--- config.mk ---
export PLATFORM = sky130hd
export DESIGN_NAME = mem_port_arbiter
export DESIGN_NICKNAME = d
export VERILOG_FILES = /design/src/rtl/mem_arb_pkg.sv /design/src/rtl/mem_arb_id_fifo.sv /design/src/rtl/mem_port_arbiter.sv
export SDC_FILE = /design/constraint.sdc
export NUM_CORES = 1
export LEC_CHECK = 0
export ABC_AREA = 1
export ABC_CLOCK_PERIOD_IN_PS = 2100
export CAP_MARGIN = 20
export CORE_AREA = 2 2 108 110
export DETAILED_ROUTE_END_ITERATION = 8
export DIE_AREA = 0 0 110 112
export SYNTH_ARGS = -nofsm -noshare
export SYNTH_HDL_FRONTEND = slang
export SYNTH_SLANG_ARGS = --single-unit
export TNS_END_PERCENT = 10
--- constraint.sdc ---
create_clock -name clk -period 2.1 [get_ports clk]
set_input_delay 0.315 -clock clk [delete_from_list [all_inputs] [get_ports clk]]
set_output_delay 0.315 -clock clk [all_outputs]
set_load 0.005 [all_outputs]
--- src/rtl/mem_arb_pkg.sv ---
// Shared types for the instruction/data memory port arbiter.
package mem_arb_pkg;

    localparam int unsigned BUS_AW = 32;
    localparam int unsigned BUS_DW = 32;

    typedef enum logic {SRC_INSTR = 1'b0, SRC_DATA = 1'b1} mem_src_e;
    typedef enum logic {ARB_IDLE = 1'b0, ARB_HOLD = 1'b1} arb_state_e;

    function automatic mem_src_e other_src(input mem_src_e s);
        return (s == SRC_INSTR) ? SRC_DATA : SRC_INSTR;
    endfunction

endpackage

--- src/rtl/mem_arb_id_fifo.sv ---
// Records which requester owns each granted-but-unanswered transaction,
// so in-order responses can be steered back to their issuer.
module mem_arb_id_fifo
    import mem_arb_pkg::*;
#(
    parameter int unsigned Depth = 2
) (
    input  logic                         clk,
    input  logic                         rst_ni,
    input  logic                         push_i,
    input  mem_src_e                     src_i,
    input  logic                         pop_i,
    output mem_src_e                     head_o,
    output logic                         full_o,
    output logic                         empty_o,
    output logic [$clog2(Depth+1)-1:0]   count_o
);

    localparam int unsigned CntW = $clog2(Depth + 1);
    localparam int unsigned PtrW = (Depth > 1) ? $clog2(Depth) : 1;

    mem_src_e            mem_q [Depth];
    mem_src_e            mem_d [Depth];
    logic [PtrW-1:0]     wr_ptr_q, wr_ptr_d;
    logic [PtrW-1:0]     rd_ptr_q, rd_ptr_d;
    logic [CntW-1:0]     count_q, count_d;
    logic                do_push, do_pop;

    function automatic logic [PtrW-1:0] ptr_inc(input logic [PtrW-1:0] p);
        return (p == PtrW'(Depth - 1)) ? '0 : p + 1'b1;
    endfunction

    assign full_o  = (count_q == CntW'(Depth));
    assign empty_o = (count_q == '0);
    assign count_o = count_q;
    assign head_o  = mem_q[rd_ptr_q];
    assign do_push = push_i & ~full_o;
    assign do_pop  = pop_i & ~empty_o;

    always_comb begin
        mem_d    = mem_q;
        wr_ptr_d = wr_ptr_q;
        rd_ptr_d = rd_ptr_q;
        count_d  = count_q;
        if (do_push) begin
            mem_d[wr_ptr_q] = src_i;
            wr_ptr_d        = ptr_inc(wr_ptr_q);
        end
        if (do_pop) begin
            rd_ptr_d = ptr_inc(rd_ptr_q);
        end
        case ({do_push, do_pop})
            2'b10:   count_d = count_q + 1'b1;
            2'b01:   count_d = count_q - 1'b1;
            default: count_d = count_q;
        endcase
    end

    always_ff @(posedge clk or negedge rst_ni) begin
        if (!rst_ni) begin
            for (int i = 0; i < int'(Depth); i++) mem_q[i] <= SRC_INSTR;
            wr_ptr_q <= '0;
            rd_ptr_q <= '0;
            count_q  <= '0;
        end else begin
            mem_q    <= mem_d;
            wr_ptr_q <= wr_ptr_d;
            rd_ptr_q <= rd_ptr_d;
            count_q  <= count_d;
        end
    end

endmodule

--- src/rtl/mem_port_arbiter.sv ---
// Round-robin sharing of one req/gnt/rvalid memory port between the
// instruction-fetch and LSU requesters, with in-order response routing.
module mem_port_arbiter
    import mem_arb_pkg::*;
#(
    parameter int unsigned AddrWidth      = BUS_AW,
    parameter int unsigned DataWidth      = BUS_DW,
    parameter int unsigned MaxOutstanding = 2
) (
    input  logic                 clk,
    input  logic                 rst_ni,
    input  logic                 instr_req_i,
    input  logic [AddrWidth-1:0] instr_addr_i,
    output logic                 instr_gnt_o,
    output logic                 instr_rvalid_o,
    output logic [DataWidth-1:0] instr_rdata_o,
    output logic                 instr_err_o,
    input  logic                 data_req_i,
    input  logic [AddrWidth-1:0] data_addr_i,
    input  logic                 data_we_i,
    input  logic [3:0]           data_be_i,
    input  logic [DataWidth-1:0] data_wdata_i,
    output logic                 data_gnt_o,
    output logic                 data_rvalid_o,
    output logic [DataWidth-1:0] data_rdata_o,
    output logic                 data_err_o,
    output logic                 mem_req_o,
    output logic [AddrWidth-1:0] mem_addr_o,
    output logic                 mem_we_o,
    output logic [3:0]           mem_be_o,
    output logic [DataWidth-1:0] mem_wdata_o,
    input  logic                 mem_gnt_i,
    input  logic                 mem_rvalid_i,
    input  logic [DataWidth-1:0] mem_rdata_i,
    input  logic                 mem_err_i
);

    localparam int unsigned CntW = $clog2(MaxOutstanding + 1);

    arb_state_e      state_q, state_d;
    mem_src_e        sel_q, sel_d;
    mem_src_e        rr_q, rr_d;
    mem_src_e        winner, sel, head;
    logic            fifo_full, fifo_empty, grant, pop;
    logic [CntW-1:0] count;

    // rr_q names the source that wins the next tie.
    always_comb begin
        winner = SRC_INSTR;
        if (instr_req_i && data_req_i) winner = rr_q;
        else if (data_req_i)           winner = SRC_DATA;
    end

    assign sel       = (state_q == ARB_HOLD) ? sel_q : winner;
    assign mem_req_o = rst_ni & ((state_q == ARB_HOLD) |
                                 ((instr_req_i | data_req_i) & ~fifo_full));
    assign grant       = mem_req_o & mem_gnt_i;
    assign instr_gnt_o = grant & (sel == SRC_INSTR);
    assign data_gnt_o  = grant & (sel == SRC_DATA);

    always_comb begin
        mem_addr_o  = '0;
        mem_we_o    = 1'b0;
        mem_be_o    = 4'h0;
        mem_wdata_o = '0;
        if (mem_req_o) begin
            if (sel == SRC_DATA) begin
                mem_addr_o  = data_addr_i;
                mem_we_o    = data_we_i;
                mem_be_o    = data_be_i;
                mem_wdata_o = data_wdata_i;
            end else begin
                mem_addr_o = instr_addr_i;
                mem_be_o   = 4'hF;
            end
        end
    end

    // A response with nothing outstanding is silently dropped.
    assign pop            = mem_rvalid_i & ~fifo_empty;
    assign instr_rvalid_o = pop & (head == SRC_INSTR);
    assign data_rvalid_o  = pop & (head == SRC_DATA);
    assign instr_err_o    = instr_rvalid_o & mem_err_i;
    assign data_err_o     = data_rvalid_o & mem_err_i;
    assign instr_rdata_o  = rst_ni ? mem_rdata_i : '0;
    assign data_rdata_o   = rst_ni ? mem_rdata_i : '0;

    mem_arb_id_fifo #(.Depth(MaxOutstanding)) u_id_fifo (
        .clk     (clk),
        .rst_ni  (rst_ni),
        .push_i  (grant),
        .src_i   (sel),
        .pop_i   (pop),
        .head_o  (head),
        .full_o  (fifo_full),
        .empty_o (fifo_empty),
        .count_o (count)
    );

    always_comb begin
        state_d = state_q;
        sel_d   = sel_q;
        rr_d    = rr_q;
        case (state_q)
            ARB_IDLE: if (mem_req_o && !mem_gnt_i) begin
                state_d = ARB_HOLD;
                sel_d   = winner;
            end
            ARB_HOLD: if (mem_gnt_i) state_d = ARB_IDLE;
            default:  state_d = ARB_IDLE;
        endcase
        if (grant) rr_d = other_src(sel);
    end

    always_ff @(posedge clk or negedge rst_ni) begin
        if (!rst_ni) begin
            state_q <= ARB_IDLE;
            sel_q   <= SRC_DATA;
            rr_q    <= SRC_DATA;
        end else begin
            state_q <= state_d;
            sel_q   <= sel_d;
            rr_q    <= rr_d;
        end
    end

`ifndef SYNTHESIS
    a_no_stray_rvalid: assert property (@(posedge clk) disable iff (!rst_ni)
        !(mem_rvalid_i && fifo_empty))
        else $warning("mem_port_arbiter: response with no outstanding transaction dropped");
    a_no_rvalid_on_first_grant: assert property (@(posedge clk) disable iff (!rst_ni)
        !(mem_rvalid_i && grant && count == '0))
        else $warning("mem_port_arbiter: response coincides with first grant");
    a_instr_req_held: assert property (@(posedge clk) disable iff (!rst_ni)
        (instr_req_i && !instr_gnt_o) |=> instr_req_i)
        else $error("mem_port_arbiter: instr request withdrawn before grant");
    a_data_req_held: assert property (@(posedge clk) disable iff (!rst_ni)
        (data_req_i && !data_gnt_o) |=> data_req_i)
        else $error("mem_port_arbiter: data request withdrawn before grant");
`endif

endmodule

==> qor.yml, run 1 <==
floorplan:
  fp.dieH_um: 112
  io_pins: 280
  die_area_sq_um: 12320
  core_area_sq_um: 11170
  fp-row-count: 39
  start_util_pct: 16.58
  die_w_um: 110
placed_design:
  routabilityCongestion: 0.8647
  port_buffers: 279
  place_hpwl_um: 7880
  dp_cells: 741
cells_and_area:
  num-fill-cells: 1137
  antennaDiodeCount: 0
  drive_gt1_share_pct: 24.77
  utilization_pct: 46.24
  fin_cells: 789
  most-common-layout-cells: "clkdlybuf4s50_1, nor2_1, nand2_1"
  area_delta_synth_final_pct: 178.9
  nets: 788
  final_common_cell: "clkdlybuf4s50_1"
synthesis:
  synth_top_cell_by_area: "nor2_1"
  synthesis.area_sq_um: 1853
  syn_inst: 354
  ys.warnings.count: 0
  synth.distinct_cells: 25
  yosys_register_bits: 9
  synthesis.nets: 495
  synth-edff-count: 0
  async_reset_ff_share_pct: 100.0
  syn_avg_cell_area_sq_um: 5.235
  synth.top_cell.area_share_pct: 22.28
  ys_top_cells_by_area: "nor2_1, nand2_1, buf_4, dfrtp_1, inv_1"
  ys_seq_area_share_pct: 12.29
  synth_flop_cell: "dfrtp_1"
timing:
  setup_viol: 39
  fin_skew_ns: 0.002753
  period_minus_slack_ns: 2.242
  worst_slack_ns: -0.1424
  slew_violations: 0
  slew_headroom_pct: 76.64
  rsz0062_at_grt: "true"
  fin_crit_sh_pct: 106.8
  fmax_ghz: 0.4460
  worst_pin_slew_ns: 0.3481
  hold_violations: 0
cts:
  htreeDepth: 1
  ctsLongestPathBuffers: 2
  worst_skew_pair.late_latency_ns: 0.24
  cts_hold_buf: 0
  clock_sinks: 9
  root_buffer: "clkbuf_16"
  cts_buffers: 3
  cts_tree: "done"
  clk_pin_slew_ns: 0.04
worst_setup_path:
  critPathArrivalTime_ns: 1.93
  crit_fanout: 11
  crit_family: "buffers and inverters"
  r2r_end: "sel_q$_DFFE_PN1P_"
  cp.depth: 10
  critical-path-max-stage-delay_ns: 0.53
  cp_cell_sequence: "inv_2 -> a21oi_4 -> nand2_2 -> nand2_4 -> buf_6 -> buf_12 -> buf_16 -> o21ai_1 -> nor2_1 -> clkdlybuf4s15_2"
  cp-end-kind: "output port"
  ff2ff_setup_slack_ns: 0.19
  critPathRequiredTime_ns: 1.78
  ff2ff_path_depth: 14
  timing.rr.start: "rr_q$_DFFE_PN1N_"
  worst_path_max_delay_cell: "dfstp_2"
  crit_buf_inv: 5
  start_kind: "register"
  critical_path_class: "register to output port"
grt:
  grt_antenna_before_repair: 0
  grtUsageTotal_pct: 17.58
  grt_pass1_vias: 3128
  gr-total-overflow: 0
  grt_max_degree: 39
  grt_pass1_wl_um: 16700
route:
  ant_nets: 0
  drt_wl_total_um: 12060
  routedWlPerCell_um: 15.29
  viasPerCell: 4.096
  first_pass_iters: 4
  drt-initial-drc-count: 138
  drcViolationCount: 0
  num_vias: 3232
pwr:
  peakVddDrop_mv: 0.3035
  powerDensity_nw_per_um2: 646.4
  p_leak_nw: 2.605
run_status:
  outcome: "finished with violations"
  violations: "setup timing"
min_path:
  hp-class: "primary input to async pin"
flow_run:
  cap_violations: 0
timing repair:
item                       in CTS  in global routing
setup endpoints to repair     136                 79
pin swaps                       8                 12
setup buffers                  29                  6
cloned                          9                  1
gates resized for setup       216                 72
report_power, final:
group | switching (mW) | total [mW] | internal [mW]
sequential | 0.0616 | 0.333 | 0.271
clock | 0.0873 | 0.341 | 0.254
combinational | 1.13 | 2.67 | 1.53
total | 1.28 | 3.34 | 2.06
routing by layer:
metal  global-route usage (%)  up-vias  routed length [um]
met5                        0        -                   0
met4                    2.616        0                 131
met3                    3.630       11                1333
met2                    33.66      193                6103
met1                    19.84     1427                4491
li1                         -     1601                   -
registers in the layout, indices dropped and copies added, names as in the netlist:
register            cells
u_id_fifo.mem_q         2
u_id_fifo.wr_ptr_q      1
sel_q                   1
state_q                 1
u_id_fifo.count_o       2
rr_q                    1
u_id_fifo.rd_ptr_q      1
metrics by stage:
stage	power (mW)	setup TNS [ns]	hold slack (ns)	cell area, sq um	setup slack [ns]
floorplan	1.233	0	0.01941	1853	0.4909
global placement	2.292	-29.12	0.4577	4622	-0.4799
detailed placement	2.317	-30.10	0.4581	4622	-0.4449
CTS	3.229	-2.449	0.2719	5104	-0.1957
global route	3.575	-5.292	0.2722	5167	-0.2015
finish	3.340	-2.082	0.2350	5167	-0.1424
worst register-to-register path: stages (launching register included):
cell	delay [ns]
dfstp_2	0.37
inv_2	0.08
a21oi_4	0.06
buf_4	0.13
buf_4	0.12
buf_4	0.12
buf_4	0.12
buf_4	0.12
buf_4	0.12
buf_4	0.12
buf_4	0.12
buf_4	0.12
buf_4	0.12
nand3_1	0.07
nand2_1	0.05
logic make-up (layout without fill, tap and decap cells):
logic type / after synthesis / count (layout) / synth area share (%)
and+or+nand+nor: 197 / 197 / 41.53
AOI/OAI and AO/OA: 42 / 42 / 12.76
adders and majority gates: 1 / 1 / 0.6751
DFF: 9 / 9 / 12.29
buffers and inverters: 101 / 393 / 30.86
xor gates and xnor gates: 4 / 4 / 1.891
cell type report:
type                    instances  area, sq um  area share [%]
flip-flops and latches          9        227.7           4.407
clock buffers                   4        78.83           1.525
repair buffers                342         3364           65.11
multi-input cells             244         1139           22.03
well taps                     143        178.9           3.462
inverters                      47        178.9           3.462
worst max-delay path by stage:
| stage | from | end |
|---|---|---|
| detailed placement | data_req_i | mem_addr_o[9] |
| CTS | rr_q$_DFFE_PN1N_ | instr_gnt_o |
| global placement | instr_req_i | mem_addr_o[9] |
| finish | rr_q$_DFFE_PN1N_ | mem_addr_o[24] |
| floorplan | rr_q$_DFFE_PN1N_ | mem_addr_o[16] |
| global route | rr_q$_DFFE_PN1N_ | mem_addr_o[24] |
cells in the mapped netlist, types with 2 or more instances:
master / count
nand2_2: 2
buf_2: 7
inv_1: 45
a21oi_1: 2
nor2_1: 110
nand3_1: 4
o21bai_1: 2
buf_6: 7
o21ai_1: 28
xnor2_1: 3
clkbuf_1: 5
dfstp_2: 2
inv_2: 2
nand2_1: 76
nor3_1: 2
o21ai_0: 7
buf_4: 35
nand2_4: 2
dfrtp_1: 7
No activity file was read; power rests on OpenSTA's default activity.
==> run 2: changes to the inputs <==
Settings changed: SKIP_LAST_GASP from default to 1.
==> run 2 against run 1 <==
The flow still finishes with violations (setup timing); wire length shrank 2.3%; die area did not move; critical path depth decreased by 2; hold slack gained 0.033 ns; highest routed layer unchanged.
==> qor.yml, run 2 (synthesis results as in run 1) <==
route:
  drt-initial-drc-count: 104
  first_pass_iters: 4
  drt_wl_total_um: 11790
  viasPerCell: 4.087
  num_vias: 3204
  drcViolationCount: 0
  ant_nets: 0
  routedWlPerCell_um: 15.03
floorplan:
  fp.dieH_um: 112
  fp-row-count: 39
  die_w_um: 110
  io_pins: 280
  core_area_sq_um: 11170
  die_area_sq_um: 12320
  start_util_pct: 16.58
cts:
  htreeDepth: 1
  cts_hold_buf: 0
  clk_pin_slew_ns: 0.04
  cts_buffers: 3
  worst_skew_pair.late_latency_ns: 0.24
  cts_tree: "done"
  clock_sinks: 9
  root_buffer: "clkbuf_16"
  ctsLongestPathBuffers: 2
cells_and_area:
  fin_cells: 784
  nets: 783
  antennaDiodeCount: 0
  design_area_sq_um: 5231
  drive_gt1_share_pct: 14.98
  final_common_cell: "clkdlybuf4s50_1"
  most-common-layout-cells: "clkdlybuf4s50_1, nor2_1, nand2_1"
  area_delta_synth_final_pct: 182.3
placed_design:
  place_hpwl_um: 7880
  routabilityCongestion: 0.8647
  port_buffers: 279
  dp_cells: 741
  place_area_sq_um: 4622
run_status:
  violations: "setup timing"
  outcome: "finished with violations"
worst_setup_path:
  crit_fanout: 11
  critPathRequiredTime_ns: 1.78
  critPathArrivalTime_ns: 2.01
  cp-end-kind: "output port"
  critical_path_class: "register to output port"
  start_kind: "register"
timing:
  worst_pin_slew_ns: 0.3824
  setup_viol: 52
  fmax_ghz: 0.4300
  slew_violations: 0
  fin_skew_ns: 0.002511
  slew_headroom_pct: 74.50
  rsz0062_at_grt: "true"
  hold_violations: 0
  setup_tns_ns: -7.136
  fin_crit_sh_pct: 110.7
  period_minus_slack_ns: 2.325
  worst_slack_ns: -0.2254
pwr:
  peakVddDrop_mv: 0.3049
  p_leak_nw: 2.684
  powerDensity_nw_per_um2: 620.2
flow_run:
  cap_violations: 0
grt:
  grt_max_degree: 39
  grtUsageTotal_pct: 17.52
  grt_pass1_vias: 3126
  gr-total-overflow: 0
  grt_antenna_before_repair: 0
  grt_pass1_wl_um: 16660
min_path:
  hp-class: "primary input to async pin"
==> run 2: cell count changes in the layout (fill, tap and decap cells not counted), sizes merged <==
| cell | change |
|---|---|
| buf | -36 |
| bufbuf | +1 |
| clkbuf | -16 |
| clkdlybuf4s15 | +6 |
| clkdlybuf4s50 | +8 |
| dlygate4sd2 | +28 |
| dlymetal6s2s | +4 |
==> run 2: per-stage QoR <==
stage	total power, mW	util (%)	setup slack, ns	hold WS (ns)
2_1_floorplan	1.233	-	0.4909	0.01941
3_3_place_gp	2.292	41.36	-0.4799	0.4577
3_5_place_dp	2.317	41.36	-0.4449	0.4581
4_1_cts	3.251	46.58	-0.2162	0.2719
5_1_grt	3.487	46.81	-0.2842	0.2998
6_report	3.244	46.81	-0.2254	0.2684
==> run 2: report_power, final <==
group	internal, mW	leakage (nW)	switching (mW)
Combinational	1.50	2.54	1.07
Sequential	0.271	0.106	0.0598
Clock	0.254	0.0382	0.0874
Total	2.02	2.68	1.22
==> run 2: path summary, 6_finish.rpt <==
check | start | to | cells after the start | slack [ns]
worst max-delay path | rr_q$_DFFE_PN1N_ | mem_wdata_o[14] | 8 | -0.23
min in group clk | u_id_fifo.rd_ptr_q$_DFFE_PN0P_ | u_id_fifo.rd_ptr_q$_DFFE_PN0P_ | 1 | 0.49
worst min register to register | u_id_fifo.rd_ptr_q$_DFFE_PN0P_ | u_id_fifo.rd_ptr_q$_DFFE_PN0P_ | 1 | 0.49
worst min-delay path | rst_ni | state_q$_DFF_PN0_ | 3 | 0.27
max in group asynchronous | rst_ni | u_id_fifo.mem_q[0]$_DFFE_PN0P_ | 2 | 1.54
worst max register to register | rr_q$_DFFE_PN1N_ | sel_q$_DFFE_PN1P_ | 14 | 0.20
==> run 2: per-layer routing <==
| layer | vias up | track usage (%) | part of all wire (%) | routed length, um |
|---|---|---|---|---|
| li1 | 1594 | - | - | - |
| met1 | 1407 | 19.74 | 38 | 4442 |
| met2 | 190 | 33.46 | 51 | 5964 |
| met3 | 13 | 3.689 | 10 | 1214 |
| met4 | 0 | 2.785 | 1.4 | 165 |
| met5 | - | 0 | 0 | 0 |
==> run 2: worst max-delay path, stage by stage, from the launching register on <==
cell and delay [ns]:
dfstp_2 0.53, inv_2 0.05, a21oi_4 0.15, nand2_2 0.09, nand2_4 0.13, buf_12 0.15
nand2_1 0.05, nor2_1 0.10, clkdlybuf4s50_1 0.51
==> run 2: area by class of cell <==
| cell class | instances | area [sq um] |
|---|---|---|
| flip-flops and latches | 9 | 227.7 |
| multi-input cells | 244 | 1086 |
| clock buffers | 4 | 78.83 |
| fillers | 1124 | 5943 |
| well taps | 143 | 178.9 |
| inverters | 47 | 178.9 |
| repair buffers | 337 | 3481 |
==> run 2: timing repair <==
action / CTS / global route
gates cloned: 9 / 0
pin swaps: 8 / 4
setup buffers: 29 / 3
gates resized for setup: 126 / 18
setup endpoints to repair: 136 / 79
endpoints found under the hold margin: 0 / 0
==> run 3: changes to the inputs <==
Settings changed: CORE_AREA 2 2 108 110 to 2 2 109 111, DIE_AREA 0 0 110 112 to 0 0 111 113, SYNTH_HIERARCHICAL from default to 1.
==> run 3 against run 2 <==
First-iteration DRC count increased by 66%; core utilization is essentially flat; combinational power about the same; hold slack improved by 0.21 ns; the flow still finishes with violations (setup timing); highest routed layer unchanged; global-route usage shrank 1.4 points.
==> qor.yml, run 3 <==
run_status:
  outcome: "finished with violations"
  violations: "setup timing"
cells_and_area:
  final_common_cell: "clkdlybuf4s50_1"
  antennaDiodeCount: 0
  area_delta_synth_final_pct: 154.9
  fin_cells: 845
  nets: 844
  drive_gt1_share_pct: 9.259
  most-common-layout-cells: "clkdlybuf4s50_1, nand2_1, nor2_1"
cts:
  cts_tree: "done"
  ctsLongestPathBuffers: 2
  cts_buffers: 3
  root_buffer: "clkbuf_16"
  clk_pin_slew_ns: 0.04
  cts_hold_buf: 0
  clock_sinks: 9
  htreeDepth: 1
  worst_skew_pair.late_latency_ns: 0.24
worst_setup_path:
  cp_cell_sequence: "inv_2 -> nand2_2 -> nand3_4 -> nand2_8 -> buf_12 -> buf_12 -> nand2_1 -> nor2_1 -> clkdlybuf4s50_1"
  critical_path_class: "register to output port"
  critPathArrivalTime_ns: 1.99
  worst_path_max_delay_cell: "dfstp_2"
  cpMostUsedCell: "buf_12"
  start_kind: "register"
  critical-path-max-stage-delay_ns: 0.53
  critPathRequiredTime_ns: 1.78
  crit_fanout: 14
  cp-end-kind: "output port"
synthesis:
  synth_flop_cell: "dfrtp_1"
  ys.warnings.count: 6
  synth.distinct_cells: 24
  synth.top_cell.area_share_pct: 28.28
  yosys_register_bits: 9
  synthesis.area_sq_um: 2071
  synth_top_cell_by_area: "nand2_1"
  syn_avg_cell_area_sq_um: 4.771
  synth-edff-count: 0
  yosysMostFrequentCell: "nand2_1"
  ys_top_cells_by_area: "nand2_1, nor2_1, inv_1, buf_4, dfrtp_1"
  synthesis.nets: 575
  syn_inst: 434
  ys_seq_area_share_pct: 11.00
  synth.top_cells.by_count: "nand2_1, nor2_1, inv_1"
  async_reset_ff_share_pct: 100.0
min_path:
  hp-class: "register to register"
grt:
  grt_pass1_wl_um: 16590
  grt_pass1_vias: 3504
  grtUsageMet2_pct: 32.02
  grtUsageTotal_pct: 16.09
  grt_antenna_before_repair: 0
  use_met3_pct: 4.071
  grt_use_met1_pct: 16.83
  gr-total-overflow: 0
  busiest_layer: "met2"
  grt_max_degree: 23
timing:
  setup_viol: 91
  hold_violations: 0
  fmax_ghz: 0.4337
  fin_skew_ns: 0.005426
  slew_headroom_pct: 82.21
  worst_pin_slew_ns: 0.2644
  rsz0062_at_grt: "true"
  fin_hold_ws_ns: 0.4773
  fin_crit_sh_pct: 109.8
  worst_slack_ns: -0.2055
  slew_violations: 0
  period_minus_slack_ns: 2.305
floorplan:
  start_util_pct: 18.37
  fp.dieH_um: 113
  io_pins: 280
  die_w_um: 111
  die_area_sq_um: 12540
  fp-row-count: 39
  core_area_sq_um: 11270
placed_design:
  place_hpwl_um: 8646
  dp_cells: 823
  port_buffers: 279
  routabilityCongestion: 0.8465
route:
  ant_nets: 0
  drt-initial-drc-count: 173
  drt_wl_total_um: 11060
  num_vias: 3469
  routedWlPerCell_um: 13.09
  viasPerCell: 4.105
  drcViolationCount: 0
  first_pass_iters: 4
flow_run:
  cap_violations: 0
pwr:
  clkPwrFrac_pct: 10.6
  seqPwrFrac_pct: 10.5
  p_leak_nw: 2.962
  p_int_mw: 1.955
  p_switching_mw: 1.283
  power_frac_comb_pct: 79.0
  peakVddDrop_mv: 0.3050
  powerDensity_nw_per_um2: 613.2
  swShare_pct: 39.62
-- run 3: through the flow --
stage               area (sq um)  setup TNS, ns  setup WS, ns  power, mW  util, %
floorplan                   2071              0        0.3650      1.373        -
global placement            4898         -17.91       -0.3565      2.523    43.46
detailed placement          4898         -19.44       -0.3835      2.549    43.46
CTS                         5238         -8.958       -0.2202      3.265    46.46
global route                5279         -13.87       -0.2936      3.491    46.83
finish                      5279         -5.903       -0.2055      3.237    46.83
-- run 3: critical path: cells and delay by family (launching register included) --
kind                   cells  cell delay [ns]
buffers and inverters      4             0.79
flip-flops                 1             0.53
AND/OR/NAND/NOR            5             0.44
-- run 3: area by class of cell --
type,count,area (sq um)
fill,1152,5993
sequential,9,227.7
clock buffer,4,78.83
tap,143,178.9
timing repair buffer,316,3282
multi-input combinational,289,1196
inverter,84,315.3
-- run 3: power groups by stage --
stage	Sequential, mW	Combinational [mW]	Clock (mW)
after floorplan	0.325	1.05	0
after global placement	0.334	2.19	0
after detailed placement	0.340	2.21	0
after CTS	0.337	2.58	0.346
after global routing	0.348	2.79	0.354
final	0.339	2.56	0.342
-- run 3: kinds of logic (layout without fill, tap and decap cells) --
group           after synthesis  in the layout  share of synthesized area, %
simple gates                284            284                         53.78
xor+xnor                      1              1                        0.4230
fa+ha+maj                     1              1                        0.6041
flops                         9              9                         11.00
buf+inv                     136            404                         32.93
compound gates                3              3                         1.269
-- run 3: timing repair --
item,CTS,global route
cloned,5,0
pin swaps,5,1
gates resized for setup,97,13
setup endpoints to repair,121,126
buffers inserted,13,1
-- run 3: final timing paths --
kind	slack [ns]	to	from	cells after the start
worst min register to register	0.48	u_id_fifo/mem_q[0]$_DFFE_PN0P_	u_id_fifo/mem_q[0]$_DFFE_PN0P_	2
worst max register to register	0.26	u_id_fifo/count_o[1]$_DFFE_PN0P_	u_id_fifo/count_o[1]$_DFFE_PN0P_	14
max in group asynchronous	1.10	sel_q$_DFFE_PN1P_	rst_ni	4
min in group asynchronous	0.77	state_q$_DFF_PN0_	rst_ni	4
worst max-delay path	-0.21	mem_wdata_o[9]	rr_q$_DFFE_PN1P_	9
worst min-delay path	0.48	u_id_fifo/mem_q[0]$_DFFE_PN0P_	u_id_fifo/mem_q[0]$_DFFE_PN0P_	2
-- run 3: layer usage --
layer | part of all wire [%] | wire length (um) | up-vias
met4 | 1.7 | 191 | 0
li1 | - | - | 1737
met3 | 8.9 | 982 | 18
met5 | 0 | 0 | -
met2 | 52 | 5757 | 197
met1 | 37 | 4131 | 1517
